--- src/rtl/program_loader_if.sv ---
// Host word channel into the program loader: 16-bit instruction words over valid/ready.
interface program_loader_if;
  logic        word_valid;
  logic [15:0] word_data;
  logic        word_ready;

  modport master (output word_valid, output word_data, input word_ready);
  modport slave  (input word_valid, input word_data, output word_ready);
endinterface

--- src/rtl/program_loader.sv ---
// Serialises 16-bit instruction words into two strobed bytes for the instruction-load port,
// holding the processor halted while loading. LOADER_CHECKSUM_EN adds a running word checksum.
module program_loader #(
  parameter int WORD_COUNT    = 64,
  parameter int STROBE_CYCLES = 2,
  parameter int GAP_CYCLES    = 2
) (
  input  logic                   clk,
  input  logic                   reset,
  input  logic                   load_start,
  input  logic                   load_end,
  program_loader_if.slave        host,
  output logic [7:0]             input_instruction,
  output logic                   button,
  output logic                   clk_enable,
  output logic                   busy,
  output logic [6:0]             words_loaded,
  output logic [15:0]            checksum
);

  localparam int MAX_CYC = (STROBE_CYCLES > GAP_CYCLES) ? STROBE_CYCLES : GAP_CYCLES;
  localparam int CNT_W   = $clog2(MAX_CYC + 1);
  localparam logic [6:0] WORD_COUNT_W = 7'(WORD_COUNT);

  typedef enum logic [2:0] {IDLE, WAIT_WORD, SETUP, STROBE, GAP, RUN} state_t;

  state_t             state_reg, state_next;
  logic [CNT_W-1:0]   cnt_reg, cnt_next;
  logic               byte_sel_reg, byte_sel_next;
  logic [15:0]        word_reg, word_next;
  logic [6:0]         words_loaded_reg, words_loaded_next;
  logic [7:0]         instr_reg, instr_next;
  logic               button_reg, button_next;
  logic               clk_enable_reg, clk_enable_next;
  logic               busy_reg, busy_next;
  logic               word_ready_reg, word_ready_next;

  always_ff @(posedge clk or negedge reset) begin
    if (!reset) begin
      state_reg        <= IDLE;
      cnt_reg          <= '0;
      byte_sel_reg     <= 1'b0;
      word_reg         <= '0;
      words_loaded_reg <= '0;
      instr_reg        <= '0;
      button_reg       <= 1'b0;
      clk_enable_reg   <= 1'b0;
      busy_reg         <= 1'b0;
      word_ready_reg   <= 1'b0;
    end else begin
      state_reg        <= state_next;
      cnt_reg          <= cnt_next;
      byte_sel_reg     <= byte_sel_next;
      word_reg         <= word_next;
      words_loaded_reg <= words_loaded_next;
      instr_reg        <= instr_next;
      button_reg       <= button_next;
      clk_enable_reg   <= clk_enable_next;
      busy_reg         <= busy_next;
      word_ready_reg   <= word_ready_next;
    end
  end

  always_comb begin
    state_next        = state_reg;
    cnt_next          = cnt_reg;
    byte_sel_next     = byte_sel_reg;
    word_next         = word_reg;
    words_loaded_next = words_loaded_reg;

    case (state_reg)
      IDLE, RUN: begin
        if (load_start) begin
          state_next        = WAIT_WORD;
          words_loaded_next = '0;
        end
      end
      WAIT_WORD: begin
        // A handshake takes priority over an early end request in the same cycle.
        if (host.word_valid && word_ready_reg) begin
          word_next     = host.word_data;
          byte_sel_next = 1'b0;
          state_next    = SETUP;
        end else if (load_end) begin
          state_next = RUN;
        end
      end
      SETUP: begin
        state_next = STROBE;
        cnt_next   = CNT_W'(STROBE_CYCLES - 1);
      end
      STROBE: begin
        if (cnt_reg == '0) begin
          state_next = GAP;
          cnt_next   = CNT_W'(GAP_CYCLES - 1);
        end else begin
          cnt_next = cnt_reg - CNT_W'(1);
        end
      end
      GAP: begin
        if (cnt_reg != '0) begin
          cnt_next = cnt_reg - CNT_W'(1);
        end else if (!byte_sel_reg) begin
          byte_sel_next = 1'b1;
          state_next    = SETUP;
        end else begin
          if (words_loaded_reg < WORD_COUNT_W)
            words_loaded_next = words_loaded_reg + 7'd1;
          if (words_loaded_next == WORD_COUNT_W || load_end)
            state_next = RUN;
          else
            state_next = WAIT_WORD;
        end
      end
      default: state_next = IDLE;
    endcase

    // Outputs are registered, so they are decoded from the state being entered.
    button_next     = (state_next == STROBE);
    clk_enable_next = (state_next == RUN);
    word_ready_next = (state_next == WAIT_WORD);
    busy_next       = (state_next == WAIT_WORD) || (state_next == SETUP) ||
                      (state_next == STROBE)    || (state_next == GAP);
    if ((state_next == SETUP) || (state_next == STROBE) || (state_next == GAP))
      instr_next = byte_sel_next ? word_next[7:0] : word_next[15:8];
    else
      instr_next = 8'h00;
  end

  assign input_instruction = instr_reg;
  assign button            = button_reg;
  assign clk_enable        = clk_enable_reg;
  assign busy              = busy_reg;
  assign words_loaded      = words_loaded_reg;
  assign host.word_ready   = word_ready_reg;

`ifdef LOADER_CHECKSUM_EN
  logic [15:0] checksum_reg;
  logic        word_done;
  logic        load_clear;

  // Same cycle as the words_loaded increment: end of the second byte's gap.
  assign word_done  = (state_reg == GAP) && (cnt_reg == '0) && byte_sel_reg;
  assign load_clear = ((state_reg == IDLE) || (state_reg == RUN)) && load_start;

  always_ff @(posedge clk or negedge reset) begin
    if (!reset)
      checksum_reg <= '0;
    else if (load_clear)
      checksum_reg <= '0;
    else if (word_done)
      checksum_reg <= checksum_reg + word_reg;
  end

  assign checksum = checksum_reg;
`else
  assign checksum = 16'h0000;
`endif

endmodule
--- src/flat_wrapper.sv ---
// flat-port wrapper written by rule: the top's interface ports become plain ports
module program_loader_flat 
#(
  parameter int WORD_COUNT    = 64,
  parameter int STROBE_CYCLES = 2,
  parameter int GAP_CYCLES    = 2
)
  (clk, reset, load_start, load_end, input_instruction, button, clk_enable, busy, words_loaded, checksum, host_word_valid, host_word_data, host_word_ready);
  program_loader_if host_i ();
  input  logic clk;
  input  logic reset;
  input  logic load_start;
  input  logic load_end;
  output logic [7:0] input_instruction;
  output logic button;
  output logic clk_enable;
  output logic busy;
  output logic [6:0] words_loaded;
  output logic [15:0] checksum;
  input wire logic [$bits(host_i.word_valid)-1:0] host_word_valid;
  input wire logic [$bits(host_i.word_data)-1:0] host_word_data;
  output wire logic [$bits(host_i.word_ready)-1:0] host_word_ready;
  assign host_i.word_valid = host_word_valid;
  assign host_i.word_data = host_word_data;
  assign host_word_ready = host_i.word_ready;
  program_loader #(.WORD_COUNT(WORD_COUNT), .STROBE_CYCLES(STROBE_CYCLES), .GAP_CYCLES(GAP_CYCLES)) u_core (.clk(clk), .reset(reset), .load_start(load_start), .load_end(load_end), .host(host_i), .input_instruction(input_instruction), .button(button), .clk_enable(clk_enable), .busy(busy), .words_loaded(words_loaded), .checksum(checksum));
endmodule
--- config.mk ---
export PLATFORM = sky130hd
export DESIGN_NAME = program_loader_flat
export DESIGN_NICKNAME = d
export VERILOG_FILES = /design/src/rtl/program_loader_if.sv /design/src/rtl/program_loader.sv /design/src/flat_wrapper.sv
export SDC_FILE = /design/constraint.sdc
export NUM_CORES = 1
export LEC_CHECK = 0
export ABC_AREA = 1
export CAP_MARGIN = 40
export CORE_MARGIN = 8
export CORE_UTILIZATION = 30
export CTS_BUF_LIST = sky130_fd_sc_hd__clkbuf_2 sky130_fd_sc_hd__clkbuf_4 sky130_fd_sc_hd__clkbuf_8
export CTS_CLUSTER_DIAMETER = 60
export CTS_CLUSTER_SIZE = 14
export DETAILED_ROUTE_END_ITERATION = 6
export DONT_BUFFER_PORTS = 1
export GPL_TIMING_DRIVEN = 1
export HOLD_SLACK_MARGIN = 0.06
export PLACE_DENSITY = 0.45
export SLEW_MARGIN = 30
export SYNTH_ARGS = -nofsm -noshare
export SYNTH_HDL_FRONTEND = slang
export SYNTH_SLANG_ARGS = --single-unit
--- constraint.sdc ---
create_clock -name clk -period 1.7 [get_ports clk]
set_input_delay 0.255 -clock clk [delete_from_list [all_inputs] [get_ports clk]]
set_output_delay 0.255 -clock clk [all_outputs]
set_load 0.02 [all_outputs]
Word level (Yosys, flattened, before mapping)
Cells that the tools add are included.

storage, ports and cells
  flip-flop bits (word level) = 41
  output and inout port bits = 35
  word-level logic and storage cells = 69

cells by class
  add/subtract/negate cells = 2
  magnitude comparators = 1
  equal/unequal tests = 15
  muxes and demuxes = 26
  reductions and logical operators = 15

operators with widths
  cell                                                                   number
  7-bit two-way mux                                                      7
  16-bit two-way mux                                                     2
  3-bit two-way mux                                                      7
  8-bit two-way mux                                                      2
  3-bit one-hot mux with 5 select lines                                  1
  7-bit one-hot mux with 2 select lines                                  1
  3-bit by 2-bit equality test with 1-bit output, second input constant  4
  3-bit equality test, second input constant                             4
  7-bit by 1-bit adder with 7-bit output, second input constant          1
  7-bit equality test, second input constant                             1
  7-bit less-than comparator, second input constant                      1
  3-bit by 1-bit equality test with 1-bit output, second input constant  2
  1-bit logical OR                                                       6
  2-bit one-hot mux with 3 select lines                                  1
  2-bit two-way mux                                                      2
  2-bit by 1-bit != test with 1-bit output, second input constant        2
  2-bit != test, second input constant                                   2
  4-bit AND reduction                                                    1
  2-bit nonzero test                                                     2
  3-bit logical NOT                                                      1
  3-bit nonzero test                                                     1
  2-bit logical NOT                                                      1
  1-bit two-way mux                                                      2
  1-bit one-hot mux with 2 select lines                                  1
  4 further kinds                                                        4

Depth between registers and ports, before layout
  word-level depth = 15
  mapped depth = 14
  depth with buffers taken out = 14

Least setup slack after synthesis
Ideal clock, no wire load.

  path type = reg-to-reg
  start point = register u_core.words_loaded_reg[0] (netlist: u_core.words_loaded[0])
  end point = register u_core.instr_reg[0] (netlist: u_core.input_instruction[0])
  setup time = 0.073 ns
  arrival = 1.613 ns
  data required time = 1.627 ns
  setup slack = 0.014 ns
  stages on the path, launching flop included = 13
  buffers on the path = 0
  period minus slack after synthesis = 1.686 ns
  cell sequence = dfrtp_1 ha_1 nand2_1 nand2_1 nor2_1 nand2_1 nor2_1 nand3_1 nand2_1 nand2_1 nand2_2 nand2_4 a21oi_2

between the ends
  cells in the longest elaborated chain, start to end = 15

RTL lines
  item                                                                                         RTL line                                      source
  start, declared                                                                              program_loader.sv:31                          logic [6:0] words_loaded_reg, words_loaded_next;
  start signal, assigned                                                                       program_loader.sv:55                          words_loaded_reg <= words_loaded_next;
  7-bit by 1-bit adder with 7-bit output / 7-bit less-than comparator (equally long branches)  program_loader.sv:108, program_loader.sv:107
  7-bit two-way mux *                                                                          program_loader.sv:107                         if (words_loaded_reg < WORD_COUNT_W)
  7-bit two-way mux *                                                                          program_loader.sv:103                         end else if (!byte_sel_reg) begin
  7-bit two-way mux *                                                                          program_loader.sv:101                         if (cnt_reg != '0) begin
  7-bit two-way mux *                                                                          program_loader.sv:71                          case (state_reg)
  7-bit equality test *                                                                        program_loader.sv:109                         if (words_loaded_next == WORD_COUNT_W || load_end)
  1-bit logical OR *                                                                           program_loader.sv:109
  3-bit two-way mux *                                                                          program_loader.sv:109
  3-bit two-way mux *                                                                          program_loader.sv:103
  3-bit two-way mux *                                                                          program_loader.sv:101
  3-bit one-hot mux with 5 select lines *                                                      program_loader.sv:71
  via u_core.state_next[2]                                                                     program_loader.sv:27                          state_t state_reg, state_next;
  3-bit by 2-bit equality test with 1-bit output                                               program_loader.sv:124                         if ((state_next == SETUP) || (state_next == STROBE) || (state_next == GAP))
  1-bit logical OR                                                                             program_loader.sv:124
  1-bit logical OR *                                                                           program_loader.sv:124
  8-bit two-way mux *                                                                          program_loader.sv:124
  via u_core.instr_next[0]                                                                     program_loader.sv:32                          logic [7:0] instr_reg, instr_next;
  end signal, assigned                                                                         program_loader.sv:56                          instr_reg <= instr_next;
  end, declared                                                                                program_loader.sv:32

The timed path passes the listed nets; every way through them passes the cells marked *. The select of a mux whose other input is x is not followed.
A chain may end at the register's enable or synchronous reset.

Worst setup path after layout
  start point = register u_core.words_loaded_reg[6] (netlist: u_core.words_loaded[6])
  end point = register u_core.word_ready_reg (netlist: u_core.host.word_ready)

between the ends
  cells in the longest elaborated chain, start to end = 12

RTL lines
  item                                                                                         RTL line                                      source
  7-bit by 1-bit adder with 7-bit output / 7-bit less-than comparator (equally long branches)  program_loader.sv:108, program_loader.sv:107
  7-bit two-way mux *                                                                          program_loader.sv:107
  7-bit two-way mux *                                                                          program_loader.sv:103
  7-bit two-way mux *                                                                          program_loader.sv:101
  7-bit two-way mux *                                                                          program_loader.sv:71
  7-bit equality test *                                                                        program_loader.sv:109
  1-bit logical OR *                                                                           program_loader.sv:109
  3-bit two-way mux *                                                                          program_loader.sv:109
  3-bit two-way mux *                                                                          program_loader.sv:103
  3-bit two-way mux *                                                                          program_loader.sv:101
  3-bit one-hot mux with 5 select lines *                                                      program_loader.sv:71
  via u_core.state_next[2]                                                                     program_loader.sv:27
  3-bit by 1-bit equality test with 1-bit output *                                             program_loader.sv:121                         word_ready_next = (state_next == WAIT_WORD);
  via u_core.word_ready_next                                                                   program_loader.sv:36                          logic word_ready_reg, word_ready_next;
  end signal, assigned                                                                         program_loader.sv:60                          word_ready_reg <= word_ready_next;
  end, declared                                                                                program_loader.sv:36

Marks and branches as above.

==> metrics.csv <==
metric,value,unit
XOR/XNOR Fraction of Synth Area,0.399,%
"Top FF cell, synth",dfrtp_1,
"critical path fanouts, max",7,
DR top layer,met4,
Synth top area share,46.7,%
"slowest stage cell, crit path",dfrtp_2,
Sinks on Clock Net,41,
H-tree depth,2,
Placeable Area,0.00718,mm2
routed wl met3,413,um
CP cell instances,inv_2 > nand4_1 > nand2_1 > nand2_1 > nand2_1 > inv_1 > nand3_1 > nand2_1 > nand2_2 > nand2_4 > buf_4 > nor2_2,
Worst R2R Setup Slack,0.04,ns
Peak Freq,602,MHz
cells after synthesis,239,
die span in x,102,um
endpoints failing setup,0,
Synth area leader,dfrtp_1,
outcome,"finished, final reports clean",
vias in the first global route,1640,
Post-route DRC,0,
RSZ-0062 raised after global routing,true,
GR Util All Layers,10.4,%
Routed WL,5.36,mm
multiplexer area fraction after synthesis,9.74,%
PnR worst setup slack,0.0391,ns
Syn Std Cell Area,0.00220,mm2
first-pass GRT wire length,8.22,mm
clk slew on worst S/H paths,0.09,ns
vias per inst,4.35,
Post-synth top cells,"nand2_1 (60), dfrtp_1 (41), inv_1 (21), buf_4 (16), nor2_1 (16)",
Post-synth ARST share,100,%
met2 routed WL,2.71,mm
CP required,1.94,ns
Worst Hold Slack,0.112,ns
synth-to-layout area growth,25.2,%
initial antenna violation count,0,
area of the die,0.0103,mm2
drt first pass iters,4,
most numerous cell in the Yosys netlist,nand2_1,
Period minus WS final,1.66,ns
Critical Path AT,1.90,ns
hold_sp,host_word_data[7],
average wire per standard cell,14.0,um
M1 WL,2.14,mm
DPL Wire Length,3.78,mm
Synth Register Bits,41,
reg2reg start,u_core.words_loaded[6],
grt ovf,0,
crit path launch type,register,
Post-synth EDFFs,0,
largest net degree at the start of global routing,42,
Crit path top cell by count,nand2_1,
Clock Skews,0.00966,ns
synthesized-area fraction occupied by and/or/nand/nor cells,21.9,%
fin crit share,97.7,%
Placer Congestion,0.779,
Fill cells,748,
DRT iter0 DRCs,35,
slowest cell delay on critical path,0.48,ns
port bufs,0,
largest family of logic cells by synthesized area,simple AND/OR/NAND/NOR gates,
synth top area cells,"dfrtp_1 (47%), nand2_1 (10%), mux2_4 (6.2%), buf_4 (5.5%), inv_1 (3.6%)",
# diodes,0,
compound-gate portion of the synthesized area,7.81,%
CTS tree,yes,
post-synthesis adder-cell area fraction,1.71,%
Max clock buf depth,2,
WS Path Type,reg -> reg,
clock insertion delay at the later pin of the skew report,0.30,ns
Final Max Tran Viols,0,
clk root buf,clkbuf_8,
synth warn,0,
Pleak,0.00137,uW
Antenna Nets Post-Route,0,
"Hold Vio Cnt, Final",0,
Crit. Startpoint,u_core.words_loaded[6],
TritonCTS Buffers,5,
Row Count,31,
number of max-cap violations,0,
post-synthesis cell type count,31,
Syn Area/Cell,9.19,um2
DIE HEIGHT,102,um
Hold WC Path Type,in -> reg,
layout cells sized above 1,37.5,%
PwrDens,1690,mW/mm2
nets,306,
register area share after synthesis,46.7,%
routed vias,1660,
Initial Utilization,30.6,%
element type at the critical path end,register,
Largest register FFs,16,
IO Pins,56,
pre-CTS setup slack,-0.0525,ns
maximum vdd ir drop,0.000697,V
[layout by cell type (no fill, tap or decap), types with 3 or more instances in the layout]
master	n
o21ai_0	7
a21oi_2	8
clkbuf_8	5
nand2_1	52
nand3_1	9
a21oi_1	4
nor2_2	3
conb_1	16
nand2_2	9
buf_6	4
nand4_1	7
mux2_4	9
buf_12	3
inv_2	10
inv_1	18
nor2_1	13
buf_4	31
nand2_4	3
mux2_2	7
nor2_4	3
dfrtp_1	40
[cell families after synthesis]
group	after synthesis
fa+ha+maj	3
flops	41
compound gates	26
simple gates	104
xor+xnor	1
buf+inv	47
mux	16
other cells	1
[worst paths after layout]
kind,end,cells after the start
setup reg to reg,u_core.host.word_ready,12
setup / recovery,u_core.host.word_ready,12
max in group asynchronous,u_core.words_loaded[6],2
hold / removal,u_core.word_reg[7],1
min in group asynchronous,u_core.words_loaded[1],2
hold reg to reg,u_core.word_reg[2],1
[cell type report]
cell class | instances | area, um2 | area share, %
clock buffer | 5 | 68.8 | 2.50
clock inverter | 3 | 21.3 | 0.774
sequential | 41 | 1030 | 37.4
inverter | 29 | 111 | 4.05
multi-input combinational | 166 | 1050 | 38.1
tap | 99 | 124 | 4.51
timing repair buffer | 39 | 348 | 12.7
[what timing repair did]
| item | 4_1_cts | 5_1_grt |
|---|---|---|
| hold buffers | 2 | 0 |
| setup buffers | 8 | 5 |
| resized for setup | 5 | 25 |
| hold endpoints to repair | 41 | 0 |
| endpoints found under the setup margin | 8 | 12 |
| gates cloned | 0 | 0 |
| pin swaps | 9 | 15 |
[metrics by stage]
stage               instance area (um2)  util (%)  TNS (ns)  power (uW)  instances
finish                             2750      38.3         0        4640        382
detailed placement                 2440      34.1    -0.341        3720        360
global placement                   2440      34.1    -0.129        3710        360
global route                       2750      38.3    -0.930        5000        382
floorplan                          2250         -         0        3130        254
CTS                                2650      36.9   -0.0128        4610        378
[worst max-delay path: cells and delay by family, from the launching register on]
kind,cells,cell delay [ns]
simple gates,9,0.75
flops,1,0.48
buf+inv,3,0.35
[per-layer routing]
layer / up-vias / track usage, %
li1: 824 / -
met4: 0 / 4.01
met2: 38 / 17.5
met3: 11 / 4.40
met1: 787 / 11.2
met5: - / 0
[report_power, final]
part | internal, uW | switching, uW | leakage (uW)
Clock | 292 | 376 | 0.0000445
Combinational | 1030 | 1220 | 0.000802
Sequential | 1370 | 342 | 0.000520
No activity file was read; power rests on OpenSTA's default activity.
